`src/rtl/adder_pkg.sv`:
```
// Shared definitions for the pipelined add/subtract unit.
package adder_pkg;

  localparam int DEFAULT_WIDTH  = 16;
  localparam int DEFAULT_STAGES = 4;

  typedef enum logic {
    OP_ADD = 1'b0,
    OP_SUB = 1'b1
  } add_op_e;

  // Two's-complement overflow from the operand and result sign bits.
  function automatic logic signed_ovf(input logic a_msb, input logic b_msb, input logic s_msb);
    return (a_msb == b_msb) && (s_msb != a_msb);
  endfunction

endpackage

```
`src/rtl/slice_adder.sv`:
```
// Combinational W-bit ripple-carry adder used for one pipeline slice.
module slice_adder #(
  parameter int W = 4
) (
  input  logic [W-1:0] a,
  input  logic [W-1:0] b,
  input  logic         cin,
  output logic [W-1:0] sum,
  output logic         cout
);

  logic c;

  always_comb begin
    sum = '0;
    c   = cin;
    for (int i = 0; i < W; i++) begin
      sum[i] = a[i] ^ b[i] ^ c;
      c      = (a[i] & b[i]) | (c & (a[i] ^ b[i]));
    end
    cout = c;
  end

endmodule

```
`src/rtl/pipelined_adder.sv`:
```
// Pipelined WIDTH-bit add/subtract: one W-bit slice per stage, carry registered
// between stages, single global enable driven by the output handshake.
module pipelined_adder
  import adder_pkg::*;
#(
  parameter int WIDTH  = DEFAULT_WIDTH,
  parameter int STAGES = DEFAULT_STAGES
) (
  input  logic             clk,
  input  logic             rst_n,
  input  logic             in_valid,
  output logic             in_ready,
  input  logic [WIDTH-1:0] in_a,
  input  logic [WIDTH-1:0] in_b,
  input  logic             in_cin,
  input  logic             in_sub,
  output logic             out_valid,
  input  logic             out_ready,
  output logic [WIDTH-1:0] out_sum,
  output logic             out_cout,
  output logic             out_ovf
);

  localparam int W = WIDTH / STAGES;

  if (STAGES < 1 || STAGES > WIDTH) begin : g_chk_range
    $error("pipelined_adder: STAGES must be in 1..WIDTH");
  end
  if (WIDTH % STAGES != 0) begin : g_chk_div
    $error("pipelined_adder: WIDTH must be a multiple of STAGES");
  end

  add_op_e          op;
  logic             en;
  logic             push;
  logic [WIDTH-1:0] b_prime;
  logic             c0;

  assign op       = in_sub ? OP_SUB : OP_ADD;
  assign en       = !out_valid || out_ready;
  assign in_ready = en;
  assign push     = in_valid && en;
  assign b_prime  = (op == OP_SUB) ? ~in_b : in_b;
  assign c0       = (op == OP_SUB) ? 1'b1 : in_cin;

  // Each stage consumes the low slice of the operands it receives and forwards
  // only the still-unadded upper part, so every register bit has a consumer.
  for (genvar k = 0; k < STAGES; k++) begin : g_st
    localparam int RIN = WIDTH - k * W;

    logic [RIN-1:0]     a_in;
    logic [RIN-1:0]     b_in;
    logic               c_in;
    logic               v_in;
    logic [W-1:0]       s_slice;
    logic               c_out;
    logic [(k+1)*W-1:0] sum_nxt;
    logic [(k+1)*W-1:0] sum_q;
    logic               c_q;
    logic               v_q;

    slice_adder #(.W(W)) u_slice (
      .a    (a_in[W-1:0]),
      .b    (b_in[W-1:0]),
      .cin  (c_in),
      .sum  (s_slice),
      .cout (c_out)
    );

    if (k == 0) begin : g_src
      assign a_in    = in_a;
      assign b_in    = b_prime;
      assign c_in    = c0;
      assign v_in    = push;
      assign sum_nxt = s_slice;
    end else begin : g_src
      assign a_in    = g_st[k-1].g_rem.ra_q;
      assign b_in    = g_st[k-1].g_rem.rb_q;
      assign c_in    = g_st[k-1].c_q;
      assign v_in    = g_st[k-1].v_q;
      assign sum_nxt = {s_slice, g_st[k-1].sum_q};
    end

    always_ff @(posedge clk or negedge rst_n) begin
      if (!rst_n) begin
        v_q   <= 1'b0;
        c_q   <= 1'b0;
        sum_q <= '0;
      end else if (en) begin
        v_q   <= v_in;
        c_q   <= c_out;
        sum_q <= sum_nxt;
      end
    end

    if (k < STAGES - 1) begin : g_rem
      logic [RIN-W-1:0] ra_q;
      logic [RIN-W-1:0] rb_q;

      always_ff @(posedge clk or negedge rst_n) begin
        if (!rst_n) begin
          ra_q <= '0;
          rb_q <= '0;
        end else if (en) begin
          ra_q <= a_in[RIN-1:W];
          rb_q <= b_in[RIN-1:W];
        end
      end
    end else begin : g_last
      logic ovf_q;

      // The top slice holds the sign bits, so overflow is resolved here.
      always_ff @(posedge clk or negedge rst_n) begin
        if (!rst_n) begin
          ovf_q <= 1'b0;
        end else if (en) begin
          ovf_q <= signed_ovf(a_in[W-1], b_in[W-1], s_slice[W-1]);
        end
      end
    end
  end

  assign out_valid = g_st[STAGES-1].v_q;
  assign out_sum   = g_st[STAGES-1].sum_q;
  assign out_cout  = g_st[STAGES-1].c_q;
  assign out_ovf   = g_st[STAGES-1].g_last.ovf_q;

endmodule

```
`config.mk`:
```
export PLATFORM = sky130hd
export DESIGN_NAME = pipelined_adder
export DESIGN_NICKNAME = d
export VERILOG_FILES = /design/src/rtl/adder_pkg.sv /design/src/rtl/slice_adder.sv /design/src/rtl/pipelined_adder.sv
export SDC_FILE = /design/constraint.sdc
export NUM_CORES = 1
export LEC_CHECK = 0
export CAP_MARGIN = 20
export CORE_MARGIN = 4
export CORE_UTILIZATION = 55
export CTS_CLUSTER_DIAMETER = 80
export DETAILED_ROUTE_END_ITERATION = 6
export HOLD_SLACK_MARGIN = 0.08
export PLACE_DENSITY = 0.82
export SYNTH_ARGS = -nofsm -noshare
export SYNTH_HDL_FRONTEND = slang
export SYNTH_SLANG_ARGS = --single-unit
```
`constraint.sdc`:
```
create_clock -name clk -period 2.8 [get_ports clk]
set_input_delay 0.28 -clock clk [delete_from_list [all_inputs] [get_ports clk]]
set_output_delay 0.28 -clock clk [all_outputs]
set_load 0.1 [all_outputs]
```
---- Word level (Yosys, flattened, before mapping) ----
Index checks and enable logic that the tools add are counted.
cells by class
  eq/ne operators ......................... 2
  mux-type cells .......................... 3
  bitwise gates (word level) .............. 81
  reductions and logical operators ........ 4
operators by type and width
  kind                   number
  1-bit bitwise AND      32
  1-bit XOR              32
  16-bit 2-to-1 mux      1
  16-bit NOT             1
  1-bit bitwise OR       16
  1-bit logical AND      2
  1-bit 2-to-1 mux       2
  1-bit equality test    1
  1-bit logical NOT      1
  1-bit logical OR       1
  1-bit inequality test  1
word-level totals
  bits in registers ....................... 97
  input bits .............................. 38
  output and inout bits ................... 20
  word-level logic and storage cells ...... 109

---- Logic depth before layout (Yosys ltp) ----
Gate-level depths: netlist of run 1.
  word-level depth ........................ 11
  mapped depth ............................ 11
  depth with buffers taken out ............ 9

---- Hierarchy ----
Synthesis of run 1 repeated with hierarchy kept, for this count alone.
unflattened totals
  cell total of the unflattened synthesis .. 284
  area total of the unflattened synthesis .. 4320.4 um^2
by module, submodules not included
  module           instances  cells an instance  area each (um^2)  sequential area each (um^2)
  pipelined_adder  1          228                3849.9            2427.3
  slice_adder      4          14                 117.6             0.0

---- Worst setup path before layout of run 1 ----
No wires, ideal clock.
  path type ............................... input to register
  from .................................... in in_sub
  to ...................................... reg g_st[0].sum_q[3]
  library setup time ...................... 128 ps
  arrival time ............................ 2507 ps
  data required time ...................... 2672 ps
  setup slack ............................. 166 ps
  cell stages on the path ................. 11
  path buffers ............................ 2
  cells stage by stage .................... buf_2 buf_4 xnor2_1 fa_1 inv_1 fa_1 inv_1 fa_1 inv_1 fa_1 mux2_1
on the way
  cells in the longest elaborated chain, start to end .. 10
  elaborated cells on any way between the ends .. 17
  those cells by class .................... mux (3); bitwise (14)
ends and longest elaborated chain
  what                          line                   source
  from (decl)                   pipelined_adder.sv:16  input logic in_sub,
  1-bit 2-to-1 mux *            pipelined_adder.sv:39  assign op = in_sub ? OP_SUB : OP_ADD;
  16-bit 2-to-1 mux             pipelined_adder.sv:43  assign b_prime = (op == OP_SUB) ? ~in_b : in_b;
  1-bit XOR                     slice_adder.sv:19      c = (a[i] & b[i]) | (c & (a[i] ^ b[i]));
  1-bit bitwise AND             slice_adder.sv:19
  1-bit bitwise OR              slice_adder.sv:19
  1-bit bitwise AND             slice_adder.sv:19
  1-bit bitwise OR              slice_adder.sv:19
  1-bit bitwise AND             slice_adder.sv:19
  1-bit bitwise OR              slice_adder.sv:19
  1-bit XOR *                   slice_adder.sv:18      sum[i] = a[i] ^ b[i] ^ c;
  named net g_st[0].s_slice[3]  pipelined_adder.sv:55  logic [W-1:0] s_slice;
  to (signal assigned)          pipelined_adder.sv:92  sum_q <= sum_nxt;
  to (decl)                     pipelined_adder.sv:58  logic [(k+1)*W-1:0] sum_q;
Mark *: on every way through the listed nets, which the timed path passes. The rest lies on a longest branch.
A chain may end at the register's enable or synchronous reset.

---- Worst setup path in the final report of run 1 ----
Ends and elaborated chain as after synthesis.

==> flow_summary.html, run 1 <==
<table>
<tr><th>Metric</th><th>Value</th></tr>
<tr><th colspan="2">Routing</th></tr>
<tr><td>Uppermost routed layer</td><td>met4</td></tr>
<tr><td>Initial drt markers</td><td>96</td></tr>
<tr><td>Vias after detailed routing</td><td>2220</td></tr>
<tr><td>Final routed DRC violation total</td><td>0</td></tr>
<tr><td>Met3 routed WL</td><td>247 µm</td></tr>
<tr><td>Per-cell via count in the routed design</td><td>4.89</td></tr>
<tr><td>Routed wire length on met2</td><td>3.51 mm</td></tr>
<tr><td>Avg WL per Cell</td><td>16.1 µm</td></tr>
<tr><td>Drt pass-1 iters</td><td>4</td></tr>
<tr><td>Remaining antenna violation count</td><td>0</td></tr>
<tr><td>Post-Route M1 WL</td><td>3.47 mm</td></tr>
<tr><td>Final wirelength</td><td>7.31 mm</td></tr>
<tr><th colspan="2">Clock network</th></tr>
<tr><td>Number of buffers inserted to repair setup after CTS</td><td>0</td></tr>
<tr><td>Deepest clock path buffer count</td><td>2</td></tr>
<tr><td>Count of H-tree levels built during CTS</td><td>3</td></tr>
<tr><td>Clock latency on the worst-skew pair</td><td>350 ps</td></tr>
<tr><td>Number of clock buffers inserted by TritonCTS</td><td>9</td></tr>
<tr><td>Clock slew seen by the registers of the worst setup and hold paths</td><td>100 ps</td></tr>
<tr><td>Cell at the root of the clock tree</td><td>clkbuf_8</td></tr>
<tr><td>Clock tree from TritonCTS</td><td>built</td></tr>
<tr><td>Number of clock sinks</td><td>97</td></tr>
<tr><th colspan="2">STA</th></tr>
<tr><td>Time the worst path needs with I/O delays and setup</td><td>2570 ps</td></tr>
<tr><td>Number of failing setup endpoints in the final timing report</td><td>0</td></tr>
<tr><td>Worst Max-Slew Pin Slew</td><td>412 ps</td></tr>
<tr><td>Worst setup skew after layout</td><td>10.3 ps</td></tr>
<tr><td>Share of the clock period used by the worst path after layout</td><td>91.9%</td></tr>
<tr><td>Final sum of negative setup slack</td><td>0 ps</td></tr>
<tr><td>Relative slew margins</td><td>72.6%</td></tr>
<tr><td>Final Max Slew Viols</td><td>0</td></tr>
<tr><td>Fmax</td><td>389 MHz</td></tr>
<tr><td>Final number of hold-violating endpoints</td><td>0</td></tr>
<tr><td>Unrepaired setup endpoints after global routing</td><td>false</td></tr>
<tr><th colspan="2">Synth</th></tr>
<tr><td>Synthesis Warnings</td><td>0</td></tr>
<tr><td>Seq/Total Area, Yosys</td><td>52.9%</td></tr>
<tr><td>Mapped Nets</td><td>338</td></tr>
<tr><td>Netlist cell types</td><td>23</td></tr>
<tr><td>Syn Inst Count</td><td>283</td></tr>
<tr><td>Mapped Avg Cell Area</td><td>16.2 µm²</td></tr>
<tr><td>Post-synthesis register bit count</td><td>97</td></tr>
<tr><td>Ranking of synthesized cells by area</td><td>dfrtp_1 53%, mux2_4 24%, fa_1 7.0%</td></tr>
<tr><td>Fraction of post-synthesis cell area in the top cell type by area</td><td>52.9%</td></tr>
<tr><td>Cell type with the highest aggregate area in the netlist</td><td>dfrtp_1</td></tr>
<tr><td>Post-synthesis instance area</td><td>4590 µm²</td></tr>
<tr><th colspan="2">Flow run</th></tr>
<tr><td>Maxcap violations</td><td>0</td></tr>
<tr><th colspan="2">Min path</th></tr>
<tr><td>Hold/Removal Path Class</td><td>in -&gt; async</td></tr>
<tr><th colspan="2">Die</th></tr>
<tr><td>Top-Level Pins</td><td>58</td></tr>
<tr><td>Width of the die</td><td>99.3 µm</td></tr>
<tr><td>Height of the die</td><td>99.3 µm</td></tr>
<tr><td>Area enclosed by the die boundary</td><td>9860 µm²</td></tr>
<tr><td>Core region area</td><td>8180 µm²</td></tr>
<tr><td>Initial Util</td><td>56.1%</td></tr>
<tr><td>Total number of placement rows</td><td>33</td></tr>
<tr><th colspan="2">Pwr</th></tr>
<tr><td>Maximum VDD drop</td><td>0.439 mV</td></tr>
<tr><td>Leak Pwr</td><td>2.55 nW</td></tr>
<tr><td>Total power of the final layout</td><td>6.88 mW</td></tr>
<tr><td>PD cells</td><td>1270 nW/µm²</td></tr>
<tr><th colspan="2">Critical path</th></tr>
<tr><td>Classification of the worst setup path</td><td>in -&gt; reg</td></tr>
<tr><td>Reg2Reg Depth</td><td>9</td></tr>
<tr><td>Critical path startpoint category</td><td>primary input</td></tr>
<tr><td>Highest cell delay on the worst timing path</td><td>580 ps</td></tr>
<tr><td>Critical path buffers and inverters</td><td>4</td></tr>
<tr><td>Critical path data arrival time</td><td>2820 ps</td></tr>
<tr><td>CP Depth</td><td>10</td></tr>
<tr><td>Most prevalent standard cell on the critical path</td><td>fa_1</td></tr>
<tr><td>Cell chain of the critical path</td><td>clkdlybuf4s50_1 -&gt; xnor2_1 -&gt; fa_1 -&gt; inv_1 -&gt; fa_1 -&gt; inv_1 -&gt; fa_1 -&gt; inv_1 -&gt; fa_1 -&gt; mux2_1</td></tr>
<tr><td>Kind of cell adding the most delay to the critical path</td><td>adder cells</td></tr>
<tr><td>Critical Path Fanout Max</td><td>3</td></tr>
<tr><td>Required arrival time at the worst endpoint</td><td>3040 ps</td></tr>
<tr><td>Register-to-register setup slack</td><td>340 ps</td></tr>
<tr><td>Worst reg2reg path endpoint</td><td>out_ovf</td></tr>
<tr><td>Critical Path End Type</td><td>register</td></tr>
<tr><td>Highest-delay cell along the critical path</td><td>clkdlybuf4s50_1</td></tr>
<tr><td>RR Startpoint</td><td>g_st[2].c_q</td></tr>
<tr><th colspan="2">Final layout</th></tr>
<tr><td>Most common cell after layout, fill and taps aside</td><td>dfrtp_1</td></tr>
<tr><td>Number of nets in the layout</td><td>399</td></tr>
<tr><td>Diode insertion count for antenna repair</td><td>0</td></tr>
<tr><td>Commonest non-fill, non-tap cells in the layout</td><td>97 x dfrtp_1, 73 x mux2_4, 36 x clkdlybuf4s50_1, 26 x inv_1, 23 x buf_4</td></tr>
<tr><td>Area growth, synth to finish</td><td>18.2%</td></tr>
<tr><td>Share of post-route cells with drive strength above 1</td><td>36.4%</td></tr>
<tr><td>Reg area</td><td>2430 µm²</td></tr>
<tr><td>Filler cell count</td><td>577</td></tr>
<tr><td>Multi-input gate area in the final layout</td><td>1910 µm²</td></tr>
<tr><th colspan="2">Placed design</th></tr>
<tr><td>Number of port buffers</td><td>57</td></tr>
<tr><td>Detailed-placement wirelength estimate</td><td>5.16 mm</td></tr>
<tr><td>Final weighted congestion of routability-driven global placement</td><td>0.731</td></tr>
<tr><th colspan="2">GRT</th></tr>
<tr><td>Wire length of the first global-routing pass</td><td>12.3 mm</td></tr>
<tr><td>Total congestion overflow</td><td>0</td></tr>
<tr><td>Antenna violations before repair</td><td>0</td></tr>
<tr><td>Total routing usage reported by global routing</td><td>16.0%</td></tr>
<tr><td>Via count of the first global-routing pass</td><td>2419</td></tr>
<tr><td>Largest net degree at the start of global routing</td><td>77</td></tr>
<tr><th colspan="2">Status</th></tr>
<tr><td>Run status</td><td>finished clean</td></tr>
</table>
-- sequential cells by signal, summed over array words and instances, names as in the netlist --
signal and cells:
out_valid 1, g_st.v_q 3, out_cout 1, g_st.c_q 3, g_st.g_rem.ra_q 24, out_ovf 1
out_sum 16, g_st.g_rem.rb_q 24, g_st.sum_q 24
-- worst register-to-register path, delay by kind of cell (launching register included) --
kind | cells | cell delay [ps]
DFF | 1 | 410
xor gates and xnor gates | 1 | 170
adders and majority gates | 4 | 1390
buffers and inverters | 3 | 210
AOI/OAI and AO/OA | 1 | 190
-- where the power goes --
group | leakage (nW) | internal, mW | total, mW | switching [mW]
Clock | 0.113 | 0.531 | 1.01 | 0.480
Sequential | 1.12 | 2.03 | 2.44 | 0.405
Combinational | 1.31 | 1.52 | 3.43 | 1.91
-- kinds of logic after synthesis --
family / count (synthesis) / synth area share, %
AOI/OAI and AO/OA: 12 / 2.10
xor gates and xnor gates: 17 / 3.25
adders and majority gates: 17 / 7.26
buffers and inverters: 41 / 5.43
DFF: 97 / 52.9
muxes: 84 / 26.5
and+or+nand+nor: 15 / 2.48
-- worst max path at each step --
stage                     slack [ps]                to   start
final                            230  g_st[0].sum_q[3]  in_sub
after global routing             110  g_st[0].sum_q[3]  in_sub
after CTS                        200  g_st[0].sum_q[3]  in_sub
after detailed placement        -180  g_st[0].sum_q[3]  in_sub
after global placement           -80  g_st[0].sum_q[3]  in_sub
after floorplan                  170  g_st[0].sum_q[3]  in_sub
-- layout make-up --
type / instances / share of cell area, %
repair buffers: 64 / 11.5
clock inverters: 6 / 1.66
flip-flops and latches: 97 / 44.8
clock buffers: 10 / 2.54
multi-input cells: 145 / 35.2
well taps: 105 / 2.42
inverters: 27 / 1.87
-- cells in the mapped netlist --
library cell and count:
nor2_1 1, o31ai_1 1, nand3b_1 1, a21oi_2 9, dfrtp_1 97, inv_2 1
a21oi_1 2, inv_1 26, mux2_4 73, mux2_1 9, buf_4 1, nor3b_1 11
buf_6 6, nor2b_4 1, xor2_1 13, clkbuf_1 2, mux2i_1 2, xnor2_1 4
ha_1 1, buf_2 1, nand2b_1 1, buf_8 4, fa_1 16
-- per-stage QoR --
step           hold slack (ps)  instances  setup WS [ps]  util (%)  cell area [µm²]
4_1_cts                    352        454            204      66.3             5420
3_5_place_dp               192        437           -179      63.4             5180
3_3_place_gp               189        437          -81.0      63.4             5180
6_report                   350        454            227      66.3             5420
5_1_grt                    362        454            108      66.3             5420
2_1_floorplan            -15.6        283            166         -             4590
-- per-layer routing --
layer	vias up	track usage [%]
met3	9	3.37
li1	1055	-
met4	0	5.04
met5	-	0
met2	42	24.7
met1	1114	22.8
-- what timing repair did --
| action | CTS | global route |
|---|---|---|
| hold endpoints to repair | 21 | 0 |
| setup endpoints to repair | 0 | 0 |
| hold buffers | 1 | 0 |
| gates resized for setup | 0 | 0 |
No activity file was read; power rests on OpenSTA's default activity.
==> run 2: changes to the inputs <==
--- a/config.mk
+++ b/config.mk
@@ -12,6 +12,7 @@
 export DETAILED_ROUTE_END_ITERATION = 6
 export HOLD_SLACK_MARGIN = 0.08
 export PLACE_DENSITY = 0.82
+export SLEW_MARGIN = 20
 export SYNTH_ARGS = -nofsm -noshare
 export SYNTH_HDL_FRONTEND = slang
 export SYNTH_SLANG_ARGS = --single-unit
==> results of run 2 <==
Final layout, timing and power as in run 1 (identical DEF).
==> run 3: changes to the inputs <==
--- a/config.mk
+++ b/config.mk
@@ -6,12 +6,14 @@
 export NUM_CORES = 1
 export LEC_CHECK = 0
 export CAP_MARGIN = 20
+export CELL_PAD_IN_SITES_DETAIL_PLACEMENT = 0
+export CELL_PAD_IN_SITES_GLOBAL_PLACEMENT = 1
 export CORE_MARGIN = 4
-export CORE_UTILIZATION = 55
+export CORE_UTILIZATION = 47
 export CTS_CLUSTER_DIAMETER = 80
 export DETAILED_ROUTE_END_ITERATION = 6
 export HOLD_SLACK_MARGIN = 0.08
-export PLACE_DENSITY = 0.82
+export PLACE_DENSITY = 0.83
 export SLEW_MARGIN = 20
 export SYNTH_ARGS = -nofsm -noshare
 export SYNTH_HDL_FRONTEND = slang
==> run 3 against run 2 <==
Critical endpoint is now out_ovf. Design area about the same. Worst hold slack better by 100 ps. Highest routed layer unchanged. Via count down 0.86%. Largest cell class unchanged. First-iteration DRC count is 46% lower.
==> flow_summary.html, run 3 (same netlist as run 1, synthesis figures left out) <==
<table>
<tr><th>Metric</th><th>Value</th></tr>
<tr><th colspan="2">Clock network</th></tr>
<tr><td>Clock latency on the worst-skew pair</td><td>370 ps (+20 ps)</td></tr>
<tr><td>Number of clock buffers inserted by TritonCTS</td><td>9 (unchanged)</td></tr>
<tr><td>Number of clock sinks</td><td>97 (unchanged)</td></tr>
<tr><td>Clock tree from TritonCTS</td><td>built</td></tr>
<tr><td>Deepest clock path buffer count</td><td>2 (unchanged)</td></tr>
<tr><td>Count of hold buffers inserted by post-cts repair</td><td>1 (unchanged)</td></tr>
<tr><td>Cell at the root of the clock tree</td><td>clkbuf_8</td></tr>
<tr><td>Number of buffers inserted to repair setup after CTS</td><td>0 (unchanged)</td></tr>
<tr><td>Clock slew seen by the registers of the worst setup and hold paths</td><td>100 ps (about the same)</td></tr>
<tr><td>Gates resized, CTS repair</td><td>0 (unchanged)</td></tr>
<tr><td>Count of H-tree levels built during CTS</td><td>3 (unchanged)</td></tr>
<tr><th colspan="2">GRT</th></tr>
<tr><td>Wire length of the first global-routing pass</td><td>12.1 mm (-0.90%)</td></tr>
<tr><td>Largest net degree at the start of global routing</td><td>54 (-30%)</td></tr>
<tr><td>Total routing usage reported by global routing</td><td>13.8% (-2.2 points)</td></tr>
<tr><td>Total congestion overflow</td><td>0 (unchanged)</td></tr>
<tr><td>Antenna violations before repair</td><td>0 (unchanged)</td></tr>
<tr><td>Via count of the first global-routing pass</td><td>2308 (-4.6%)</td></tr>
<tr><th colspan="2">Final layout</th></tr>
<tr><td>Number of nets in the layout</td><td>400 (+0.25%)</td></tr>
<tr><td>Total non-filler cell area in the finished layout</td><td>5420 µm² (about the same)</td></tr>
<tr><td>Diode insertion count for antenna repair</td><td>0 (unchanged)</td></tr>
<tr><td>Top flop regs</td><td>g_st.g_rem.ra_q x24, g_st.g_rem.rb_q x24, g_st.sum_q x24</td></tr>
<tr><td>Commonest non-fill, non-tap cells in the layout</td><td>97 x dfrtp_1, 73 x mux2_4, 36 x clkdlybuf4s50_1, 26 x inv_1, 25 x buf_4</td></tr>
<tr><td>Most common cell after layout, fill and taps aside</td><td>dfrtp_1</td></tr>
<tr><td>Area growth, synth to finish</td><td>18.2% (about the same)</td></tr>
<tr><td>Share of post-route cells with drive strength above 1</td><td>36.6% (+0.18 points)</td></tr>
<tr><th colspan="2">Routing</th></tr>
<tr><td>Avg WL per Cell</td><td>14.9 µm (-7.4%)</td></tr>
<tr><td>Final wirelength</td><td>7.14 mm (-2.3%)</td></tr>
<tr><td>Vias after detailed routing</td><td>2201 (-0.86%)</td></tr>
<tr><td>Uppermost routed layer</td><td>met4</td></tr>
<tr><td>Remaining antenna violation count</td><td>0 (unchanged)</td></tr>
<tr><td>Post-Route M1 WL</td><td>3.53 mm (+1.9%)</td></tr>
<tr><td>Routed wire length on met2</td><td>3.18 mm (-9.2%)</td></tr>
<tr><td>Drt pass-1 iters</td><td>3 (-1)</td></tr>
<tr><td>Final routed DRC violation total</td><td>0 (unchanged)</td></tr>
<tr><td>Initial drt markers</td><td>52 (-46%)</td></tr>
<tr><td>Per-cell via count in the routed design</td><td>4.59 (-6.0%)</td></tr>
<tr><td>Met3 routed WL</td><td>275 µm (+11%)</td></tr>
<tr><th colspan="2">Critical path</th></tr>
<tr><td>Critical Path End Type</td><td>register</td></tr>
<tr><td>Worst setup endpoint</td><td>out_ovf</td></tr>
<tr><td>Register-to-register setup slack</td><td>320 ps (-20 ps)</td></tr>
<tr><td>Reg2Reg Depth</td><td>9 (unchanged)</td></tr>
<tr><td>Required arrival time at the worst endpoint</td><td>3070 ps (+30 ps)</td></tr>
<tr><td>Critical path startpoint category</td><td>register</td></tr>
<tr><td>Critical path data arrival time</td><td>2750 ps (-70 ps)</td></tr>
<tr><td>Classification of the worst setup path</td><td>reg -&gt; reg</td></tr>
<tr><td>Worst reg2reg path endpoint</td><td>out_ovf</td></tr>
<tr><td>Critical Path Fanout Max</td><td>2 (-1)</td></tr>
<tr><td>Startpoint of the most critical setup path</td><td>g_st[2].c_q</td></tr>
<tr><td>RR Startpoint</td><td>g_st[2].c_q</td></tr>
<tr><th colspan="2">STA</th></tr>
<tr><td>Number of failing setup endpoints in the final timing report</td><td>0 (unchanged)</td></tr>
<tr><td>Time the worst path needs with I/O delays and setup</td><td>2480 ps (-95.6 ps)</td></tr>
<tr><td>Fmax</td><td>404 MHz (+3.9%)</td></tr>
<tr><td>Final sum of negative setup slack</td><td>0 ps (unchanged)</td></tr>
<tr><td>Least setup slack across all paths after layout</td><td>322 ps (+95.6 ps)</td></tr>
<tr><td>Worst setup skew after layout</td><td>13.0 ps (+2.68 ps)</td></tr>
<tr><td>Final number of hold-violating endpoints</td><td>0 (unchanged)</td></tr>
<tr><td>Share of the clock period used by the worst path after layout</td><td>88.5% (-3.4 points)</td></tr>
<tr><td>Relative slew margins</td><td>61.5% (-11 points)</td></tr>
<tr><td>Final Max Slew Viols</td><td>0 (unchanged)</td></tr>
<tr><td>Unrepaired setup endpoints after global routing</td><td>false</td></tr>
<tr><td>Post-route worst hold slack</td><td>451 ps (+101 ps)</td></tr>
<tr><td>Worst Max-Slew Pin Slew</td><td>577 ps (+166 ps)</td></tr>
<tr><th colspan="2">Die</th></tr>
<tr><td>Core region area</td><td>9370 µm² (+15%)</td></tr>
<tr><td>Initial Util</td><td>48.9% (-7.2 points)</td></tr>
<tr><td>Total number of placement rows</td><td>35 (+6.1%)</td></tr>
<tr><td>Width of the die</td><td>107 µm (+7.5%)</td></tr>
<tr><td>Area enclosed by the die boundary</td><td>11400 µm² (+16%)</td></tr>
<tr><td>Height of the die</td><td>107 µm (+7.5%)</td></tr>
<tr><td>Top-Level Pins</td><td>58 (unchanged)</td></tr>
<tr><th colspan="2">Flow run</th></tr>
<tr><td>Maxcap violations</td><td>0 (unchanged)</td></tr>
<tr><th colspan="2">Pwr</th></tr>
<tr><td>PD cells</td><td>1240 nW/µm² (-2.2%)</td></tr>
<tr><td>Total power of the final layout</td><td>6.73 mW (-2.2%)</td></tr>
<tr><td>Leak Pwr</td><td>2.53 nW (-0.51%)</td></tr>
<tr><td>Maximum VDD drop</td><td>0.624 mV (+42%)</td></tr>
<tr><th colspan="2">Placed design</th></tr>
<tr><td>Pre-CTS setup slack</td><td>-54.5 ps (+125 ps)</td></tr>
<tr><td>Detailed-placement wirelength estimate</td><td>5.05 mm (-2.3%)</td></tr>
<tr><td>Number of port buffers</td><td>57 (unchanged)</td></tr>
<tr><td>Post-DP Area</td><td>5210 µm² (+0.48%)</td></tr>
<tr><td>Final weighted congestion of routability-driven global placement</td><td>0.753 (+2.9%)</td></tr>
<tr><th colspan="2">Min path</th></tr>
<tr><td>Hold/Removal Path Class</td><td>in -&gt; async</td></tr>
<tr><th colspan="2">Status</th></tr>
<tr><td>Run status</td><td>finished clean</td></tr>
</table>
run 3: layer usage:
metal | global-route usage (%) | vias up
met5 | 0 | -
met4 | 6.58 | 0
met3 | 2.47 | 11
met2 | 19.6 | 42
met1 | 20.6 | 1090
li1 | - | 1058
run 3: power breakdown:
part           switching, mW  leakage, nW  internal [mW]
logic                   1.88         1.31           1.50
registers              0.393         1.12           2.03
clock network          0.502        0.101          0.422
run 3: through the flow:
stage | utilization (%) | cells
floorplan | - | 283
global placement | 55.6 | 462
detailed placement | 55.6 | 462
CTS | 57.8 | 479
global route | 57.8 | 479
finish | 57.8 | 479
run 3: how the worst min path moves through the flow:
| stage | startpoint | endpoint | slack, ps | depth (start not counted) |
|---|---|---|---|---|
| final | rst_n | g_st[0].g_rem.ra_q[7] | 450 | 2 |
| after CTS | rst_n | g_st[0].g_rem.rb_q[2] | 460 | 2 |
| after global placement | rst_n | g_st[0].g_rem.ra_q[7] | 320 | 1 |
| after floorplan | rst_n | g_st[0].c_q | -20 | 0 |
| after detailed placement | rst_n | g_st[0].g_rem.ra_q[7] | 320 | 1 |
| after global routing | rst_n | g_st[0].g_rem.rb_q[2] | 500 | 2 |
run 3: critical path, stage by stage (launching register included):
cell and delay [ps]:
dfrtp_1 420, fa_1 420, inv_1 70, fa_1 160
inv_1 50, fa_1 360, inv_1 90, fa_1 460
xor2_1 170, o31ai_1 180
run 3: cell type report:
class	count	area (µm²)
clock buffers	9	124
clock inverters	7	77.6
fillers	792	3950
inverters	27	101
multi-input cells	145	1910
flip-flops and latches	97	2430
well taps	129	161
repair buffers	65	618
